**config.mk**
```make
export PLATFORM = sky130hd
export DESIGN_NAME = scan_chain_ctrl_flat
export DESIGN_NICKNAME = d
export VERILOG_FILES = /design/src/rtl/scan_chain_ctrl_pkg.sv /design/src/rtl/scan_chain_ctrl_if.sv /design/src/rtl/scan_chain_ctrl.sv /design/src/flat_wrapper.sv
export SDC_FILE = /design/constraint.sdc
export NUM_CORES = 1
export LEC_CHECK = 0
export CORE_UTILIZATION = 40
export DETAILED_ROUTE_END_ITERATION = 10
export GPL_ROUTABILITY_DRIVEN = 0
export PLACE_DENSITY_LB_ADDON = 0.12
export SETUP_SLACK_MARGIN = 0.2
export SYNTH_ARGS = -nofsm -noshare
export SYNTH_HDL_FRONTEND = slang
export SYNTH_SLANG_ARGS = --single-unit
```
**constraint.sdc**
```tcl
create_clock -name clk_i -period 2.1 [get_ports clk_i]
set_input_delay 0.21 -clock clk_i [delete_from_list [all_inputs] [get_ports clk_i]]
set_output_delay 0.21 -clock clk_i [all_outputs]
set_load 0.02 [all_outputs]
```
**src/rtl/scan_chain_ctrl_pkg.sv**
```systemverilog
// Shared types for the scan chain controller: FSM state encoding and counter sizing.
package scan_chain_pkg;

    typedef enum logic [1:0] {
        IDLE,
        CAPTURE,
        SHIFT,
        DONE
    } state_e;

    // Counter must reach CHAIN_LEN-1; sized like the design's CNT_W parameter.
    function automatic int cnt_width(input int len);
        return (len < 1) ? 1 : $clog2(len + 1);
    endfunction

endpackage

```
**src/rtl/scan_chain_ctrl_if.sv**
```systemverilog
// Host-side request/response bus of the scan chain controller.
interface scan_chain_ctrl_if #(
    parameter int CHAIN_LEN = 8
);
    logic                 req_valid_i;
    logic                 req_ready_o;
    logic                 req_capture_i;
    logic [CHAIN_LEN-1:0] req_data_i;
    logic                 rsp_valid_o;
    logic                 rsp_ready_i;
    logic [CHAIN_LEN-1:0] rsp_data_o;

    modport master (
        output req_valid_i, req_capture_i, req_data_i, rsp_ready_i,
        input  req_ready_o, rsp_valid_o, rsp_data_o
    );

    modport slave (
        input  req_valid_i, req_capture_i, req_data_i, rsp_ready_i,
        output req_ready_o, rsp_valid_o, rsp_data_o
    );
endinterface

```
**src/rtl/scan_chain_ctrl.sv**
```systemverilog
// Initiator end of a discrete scan chain: shifts a host pattern in while shifting the
// previous chain contents out, with an optional functional capture cycle first.
module scan_chain_ctrl
    import scan_chain_pkg::*;
#(
    parameter int CHAIN_LEN = 8,
    parameter int CNT_W     = cnt_width(CHAIN_LEN)
) (
    input  logic              clk_i,
    input  logic              rst_i,
    scan_chain_ctrl_if.slave  bus,
    output logic              scan_en_o,
    output logic              scan_d_o,
    input  logic              scan_q_i,
    output logic              busy_o
);

    state_e               state_q;
    logic [CHAIN_LEN-1:0] sr_q;
    logic [CHAIN_LEN-1:0] sr_d;
    logic [CHAIN_LEN-1:0] rsp_data_q;
    logic [CNT_W-1:0]     cnt_q;
    logic                 req_ready_q;
    logic                 rsp_valid_q;
    logic                 scan_en_q;
    logic                 busy_q;

    // Written as a function so a one-cell chain needs no zero-width slice.
    function automatic logic [CHAIN_LEN-1:0] shift_in(input logic [CHAIN_LEN-1:0] v,
                                                      input logic b);
        logic [CHAIN_LEN-1:0] r;
        r = v >> 1;
        r[CHAIN_LEN-1] = b;
        return r;
    endfunction

    assign sr_d = shift_in(sr_q, scan_q_i);

    always_ff @(posedge clk_i) begin
        if (rst_i) begin
            state_q     <= IDLE;
            sr_q        <= '0;
            rsp_data_q  <= '0;
            cnt_q       <= '0;
            req_ready_q <= 1'b1;
            rsp_valid_q <= 1'b0;
            scan_en_q   <= 1'b0;
            busy_q      <= 1'b0;
        end else begin
            case (state_q)
                IDLE: begin
                    if (bus.req_valid_i) begin
                        sr_q        <= bus.req_data_i;
                        cnt_q       <= '0;
                        req_ready_q <= 1'b0;
                        busy_q      <= 1'b1;
                        if (bus.req_capture_i) begin
                            state_q <= CAPTURE;
                        end else begin
                            state_q   <= SHIFT;
                            scan_en_q <= 1'b1;
                        end
                    end
                end
                CAPTURE: begin
                    state_q   <= SHIFT;
                    scan_en_q <= 1'b1;
                end
                SHIFT: begin
                    sr_q  <= sr_d;
                    cnt_q <= cnt_q + CNT_W'(1);
                    // Last shift edge: drop scan_en together with the final bit.
                    if (cnt_q == CNT_W'(CHAIN_LEN - 1)) begin
                        state_q     <= DONE;
                        scan_en_q   <= 1'b0;
                        rsp_valid_q <= 1'b1;
                        rsp_data_q  <= sr_d;
                    end
                end
                DONE: begin
                    if (bus.rsp_ready_i) begin
                        state_q     <= IDLE;
                        rsp_valid_q <= 1'b0;
                        req_ready_q <= 1'b1;
                        busy_q      <= 1'b0;
                    end
                end
                default: begin
                    state_q     <= IDLE;
                    req_ready_q <= 1'b1;
                    rsp_valid_q <= 1'b0;
                    scan_en_q   <= 1'b0;
                    busy_q      <= 1'b0;
                end
            endcase
        end
    end

    assign bus.req_ready_o = req_ready_q;
    assign bus.rsp_valid_o = rsp_valid_q;
    assign bus.rsp_data_o  = rsp_data_q;
    assign scan_en_o       = scan_en_q;
    assign scan_d_o        = sr_q[0];
    assign busy_o          = busy_q;

endmodule

```
**src/flat_wrapper.sv**
```systemverilog
// flat-port wrapper written by rule: the top's interface ports become plain ports
module scan_chain_ctrl_flat import scan_chain_pkg::*;
#(
    parameter int CHAIN_LEN = 8,
    parameter int CNT_W     = cnt_width(CHAIN_LEN)
)
  (clk_i, rst_i, scan_en_o, scan_d_o, scan_q_i, busy_o, bus_req_valid_i, bus_req_capture_i, bus_req_data_i, bus_rsp_ready_i, bus_req_ready_o, bus_rsp_valid_o, bus_rsp_data_o);
  scan_chain_ctrl_if #(.CHAIN_LEN(CHAIN_LEN)) bus_i ();
  input  logic clk_i;
  input  logic rst_i;
  output logic scan_en_o;
  output logic scan_d_o;
  input  logic scan_q_i;
  output logic busy_o;
  input wire logic [$bits(bus_i.req_valid_i)-1:0] bus_req_valid_i;
  input wire logic [$bits(bus_i.req_capture_i)-1:0] bus_req_capture_i;
  input wire logic [$bits(bus_i.req_data_i)-1:0] bus_req_data_i;
  input wire logic [$bits(bus_i.rsp_ready_i)-1:0] bus_rsp_ready_i;
  output wire logic [$bits(bus_i.req_ready_o)-1:0] bus_req_ready_o;
  output wire logic [$bits(bus_i.rsp_valid_o)-1:0] bus_rsp_valid_o;
  output wire logic [$bits(bus_i.rsp_data_o)-1:0] bus_rsp_data_o;
  assign bus_i.req_valid_i = bus_req_valid_i;
  assign bus_i.req_capture_i = bus_req_capture_i;
  assign bus_i.req_data_i = bus_req_data_i;
  assign bus_i.rsp_ready_i = bus_rsp_ready_i;
  assign bus_req_ready_o = bus_i.req_ready_o;
  assign bus_rsp_valid_o = bus_i.rsp_valid_o;
  assign bus_rsp_data_o = bus_i.rsp_data_o;
  scan_chain_ctrl #(.CHAIN_LEN(CHAIN_LEN), .CNT_W(CNT_W)) u_core (.clk_i(clk_i), .rst_i(rst_i), .bus(bus_i), .scan_en_o(scan_en_o), .scan_d_o(scan_d_o), .scan_q_i(scan_q_i), .busy_o(busy_o));
endmodule
```
**After elaboration in Yosys (flattened, before gate mapping)**

Cells that the tools add are included.
W data, S select, Z words.

- Flip-flop bits (word level): 26
- Input port bits: 14
- Output and inout port bits: 13
- Logic and storage cells: 49

- $add $sub $neg: 1
- Equal/unequal tests: 8
- Mux-type cells: 21
- Reductions and logical operators: 11

Operators by type and width:

| cell | count |
|---|---|
| $pmux W8 S2 | 1 |
| $reduce_and A3 Y1 | 3 |
| $mux W1 | 8 |
| $mux W2 | 4 |
| $mux W8 | 1 |
| $pmux W2 S4 | 1 |
| $pmux W4 S2 | 1 |
| $ne A2 B2 Y1 const B | 3 |
| $pmux W1 S2 | 3 |
| $reduce_bool A2 Y1 | 3 |
| $add A4 B1 Y4 const B | 1 |
| $eq A2 B2 Y1 const B | 2 |
| $eq A4 B3 Y1 const B | 1 |
| $mux W4 | 1 |
| $reduce_and A2 Y1 | 2 |
| $reduce_and A4 Y1 | 1 |
| $pmux W1 S3 | 1 |
| $reduce_bool A3 Y1 | 1 |
| $eq A2 B1 Y1 const B | 1 |
| $logic_not A2 Y1 | 1 |
| $ne A2 B1 Y1 const B | 1 |

**Longest topological paths before layout**

- Word-level depth: 3
- Gate-level depth with buffers: 8
- Depth with buffers taken out: 6

**Worst setup path after synthesis**

OpenSTA, ideal clock, no wires.

- Kind: register to register
- From: register u_core.state_q[0]
- To: register u_core.cnt_q[3]
- Setup time: 0.075 ns
- Data arrival time: 1.405 ns
- Required time: 2.025 ns
- Path slack: 0.620 ns
- Cell stages (with the launch flop): 9
- Path buffers: 2
- Clock period less this slack: 1.480 ns
- Path through: dfxtp_1 > inv_1 > ha_1 > buf_4 > nand2b_2 > buf_6 > nand2_2 > or3_1 > a31oi_1

- Word-level cells in the longest chain between the ends: 3
- Elaborated cells between the ends (all ways): 6
- Classes of those cells: eq/ne (2); mux (1); reduce/logical (3)

RTL lines:

| what | RTL line | text |
|---|---|---|
| from (decl) | scan_chain_ctrl.sv:18 | `state_e state_q;` |
| from (signal assigned) | scan_chain_ctrl.sv:41 | `state_q <= IDLE;` |
| from (signal assigned) | scan_chain_ctrl.sv:58 | `state_q <= CAPTURE;` |
| from (signal assigned) | scan_chain_ctrl.sv:60 | `state_q <= SHIFT;` |
| $eq A2 B2 Y1 or $logic_not A2 Y1 (tied branches) | scan_chain_ctrl.sv:50 | `case (state_q)` |
| $reduce_bool A2 Y1 (no line) or $ne A2 B2 Y1 (tied branches) | n/a |  |
| $reduce_and A2 Y1 (no line) | n/a |  |
| to (signal assigned) | scan_chain_ctrl.sv:71 | `cnt_q <= cnt_q + CNT_W'(1);` |
| to (decl) | scan_chain_ctrl.sv:22 | `logic [CNT_W-1:0] cnt_q;` |

Parallel ways exist; a longest one is shown, timed or not.
A chain may end at the register's enable or synchronous reset.

**Worst setup path after layout**

- From: register u_core.state_q[0]
- To: register u_core.sr_q[6]

- Word-level cells in the longest chain between the ends: 3
- Elaborated cells between the ends (all ways): 6
- Classes of those cells: eq/ne (2); mux (1); reduce/logical (3)

RTL lines:

| what | RTL line | text |
|---|---|---|
| $eq A2 B2 Y1 or $logic_not A2 Y1 (tied branches) | scan_chain_ctrl.sv:50 |  |
| $reduce_bool A2 Y1 (no line) or $ne A2 B2 Y1 (tied branches) | n/a |  |
| $reduce_and A2 Y1 (no line) | n/a |  |
| to (signal assigned) | scan_chain_ctrl.sv:53 | `sr_q <= bus.req_data_i;` |
| to (signal assigned) | scan_chain_ctrl.sv:70 | `sr_q <= sr_d;` |
| to (decl) | scan_chain_ctrl.sv:19 | `logic [CHAIN_LEN-1:0] sr_q;` |

Parallel ways exist; a longest one is shown, timed or not.

==> reports/summary.txt <==
Critical Path AT: 1.86 ns
Clock Power Share: 0.200
Syn Nets: 158
# setup viols final: 0
hpwl dp: 1.678 mm
CP delay by family, top: compound AO/OA/AOI/OAI gates
Util after Layout: 0.5431
Hold Crit Class: in2reg
Leakage Power: 0.0005449 uW
post-DR vias/cell: 5.140
CP Capture Type: flip-flop
WHS: 0.4554 ns
CP Cell Sequence: inv_1 -> ha_1 -> nand2_1 -> o21ai_4 -> nor2_1 -> a211oi_1
worst rel slew slack: 0.7050
CTS tree: yes
worst skew pair latency: 0.32 ns
CP max stage delay: 0.37 ns
TritonCTS Buffers: 3
max_cap viols: 0
Yosys reg bits: 26
outcome: finished clean
post_cts resized: 0
RSZ-0062 raised after global routing: no
Worst-path clk slew: 0.15 ns
Seq/Total Area, Yosys: 0.4215
worst clock skew: 0.004381 ns
Combinational Power Share: 0.410
Wirelength per Cell: 12.44 um
vias after detailed routing: 992
P&R area growth vs syn: 24.42%
Post-Syn Area: 1235 sq um
final WL: 2.401 mm
Die Span Y: 57.57 um
Power Dens Cells: 1133 nW/um^2
Core Area: 2829 sq um
Avg Cell Area, Syn: 8.884 sq um
std cell rows: 19
Final nets: 182
Max Root-Sink Buffers: 2
Post-CTS Setup Inserts: 0
CP max-delay cell: dfxtp_1
Mapped Cells: 139
post-synth cell types: 33
1st-pass router iterations: 3
critical path class: reg2reg
CP Data Required Time: 2.35 ns
initial antenna violation count: 0
Fin. Hold Viols: 0
diode count: 0
clock root buffer: clkbuf_4
Tcrit/Tclk final: 0.7672
Die ar.: 3314 sq um
first-pass GRT wire length: 3.974 mm
Remaining DRCs: 0
Net Switching: 642.7 uW
Worst VDD drop: 0.5075 mV
Fill cells: 272
minimum clock period: 1.611 ns
DRT iter0 DRCs: 19
Chip Width: 57.57 um
CP bufs+invs: 1
crit-path max FO: 17
Initial Utilization: 0.4365
Routed Antenna Nets: 0
Fmax achieved: 620.7 MHz
Critical Path Start Type: flip-flop
H-tree levels: 1
Yosys Warn Count: 0
vias in the first global route: 893
Internal: 1098 uW
hold buffer count at cts: 0
grt total ovfl: 0
GRT Overall Usage: 0.1558
clk sinks: 26
Sw Share: 0.3691
Slew Limit Fails: 0
largest net degree at the start of global routing: 27
worst slew pin tran: 0.4408 ns
share of cells above drive strength 1: 0.1049
setup TNS: 0 ns
Sequential Power Share: 0.390
port bufs: 26
IO Pins: 27
## power by group through the flow
stage	clock (uW)	combinational [uW]	sequential (uW)
2_1_floorplan	0	587	703
3_3_place_gp	0	704	686
3_5_place_dp	0	714	689
4_1_cts	361	718	679
5_1_grt	377	792	696
6_report	349	714	679
## worst min-delay path: cells and delay by family
family | cells | cell delay, ns
simple gates | 1 | 0.07
buf+inv | 1 | 0.42
compound gates | 1 | 0.05
## layer usage
metal	GRT usage	vias to the layer above	wire length, um
li1	-	530	-
met1	0.2135	447	1250
met2	0.2425	13	1066
met3	0.02041	2	66
met4	0.07317	0	17
met5	0	-	0
## cells by family after synthesis
group           Yosys count  share of synthesized area
mux                       9                    0.07396
fa+ha+maj                 5                    0.05066
compound gates           40                     0.2199
simple gates             47                     0.1723
flops                    26                     0.4215
buf+inv                  12                    0.06179
## synth_stat cells (all sizes together)
library cell	instances	area share
dfxtp	26	0.42
nand2	22	0.069
a21oi	18	0.076
nor2	13	0.042
a211oi	10	0.069
mux2i	8	0.065
buf	6	0.044
ha	5	0.051
nand2b	4	0.022
o21ai	4	0.025
clkbuf	3	0.0091
inv	3	0.0091
nand3	3	0.012
a21o	2	0.012
nand3b	2	0.012
o21bai	2	0.012
a21bo	1	0.0081
a31oi	1	0.0051
a32oi	1	0.0071
mux2	1	0.0091
nor2b	1	0.0051
o22ai	1	0.0051
or2	1	0.0051
or3	1	0.0051
## registers in the layout (all words and copies together) (netlist names)
register	cells
u_core.scan_en_o	1
u_core.bus.rsp_valid_o	1
u_core.state_q	2
u_core.bus.req_ready_o	1
u_core.sr_q	8
u_core.busy_o	1
u_core.bus.rsp_data_o	8
u_core.cnt_q	4
## path summary, 6_finish.rpt
| path | from | end | slack, ns | depth (start not counted) |
|---|---|---|---|---|
| setup / recovery | u_core.state_q[0] | u_core.sr_q[6] | 0.49 | 6 |
| hold / removal | scan_q_i | u_core.bus.rsp_data_o[7] | 0.46 | 3 |
| setup reg to reg | u_core.state_q[0] | u_core.sr_q[6] | 0.49 | 6 |
| hold reg to reg | u_core.bus.rsp_data_o[0] | u_core.bus.rsp_data_o[0] | 0.46 | 2 |
## cell type report
type	count	area, sq um	area share
clock buffers	3	22.52	0.01466
clock inverters	1	30.03	0.01954
inverters	3	11.26	0.007329
multi-input cells	101	638.1	0.4153
flip-flops and latches	26	520.5	0.3388
well taps	31	38.79	0.02524
repair buffers	28	275.3	0.1792
## cell usage in the layout (no fill, tap or decap)
| master | Yosys | routed |
|---|---|---|
| o21bai_1 | 2 | 2 |
| mux2_2 | 1 | 1 |
| dfxtp_1 | 26 | 26 |
| inv_2 | 1 | 1 |
| o22ai_1 | 1 | 1 |
| nand2_1 | 21 | 21 |
| buf_4 | 2 | 2 |
| clkdlybuf4s50_1 | 0 | 26 |
| mux2i_1 | 8 | 8 |
| nand2b_2 | 1 | 1 |
| a21bo_2 | 1 | 1 |
| or3_1 | 1 | 1 |
| a21oi_1 | 17 | 17 |
| clkbuf_4 | 0 | 3 |
| or2_2 | 1 | 1 |
| inv_1 | 2 | 2 |
| a31oi_1 | 1 | 1 |
| a21o_1 | 2 | 2 |
| a211oi_1 | 8 | 8 |
| nor2b_1 | 1 | 1 |
| nand3b_1 | 2 | 2 |
| nand2b_1 | 3 | 3 |
| a32oi_1 | 1 | 1 |
| a211oi_2 | 2 | 2 |
| nor2_2 | 1 | 1 |
| bufinv_16 | 0 | 1 |
| ha_1 | 5 | 5 |
| a21oi_2 | 1 | 1 |
| nand2_2 | 1 | 1 |
| o21ai_0 | 3 | 3 |
| nand3_1 | 3 | 3 |
| nor2_1 | 12 | 12 |
| o21ai_4 | 1 | 1 |
## through the flow
step / instance area, sq um / power (uW) / setup slack [ns] / instances
6_report: 1536 / 1741 / 0.4889 / 193
5_1_grt: 1536 / 1864 / 0.2493 / 193
2_1_floorplan: 1235 / 1290 / 0.6199 / 139
4_1_cts: 1536 / 1758 / 0.4768 / 193
3_3_place_gp: 1484 / 1390 / 0.5262 / 189
3_5_place_dp: 1484 / 1404 / 0.4889 / 189
Note: power is estimated with default switching activity, not from simulation.
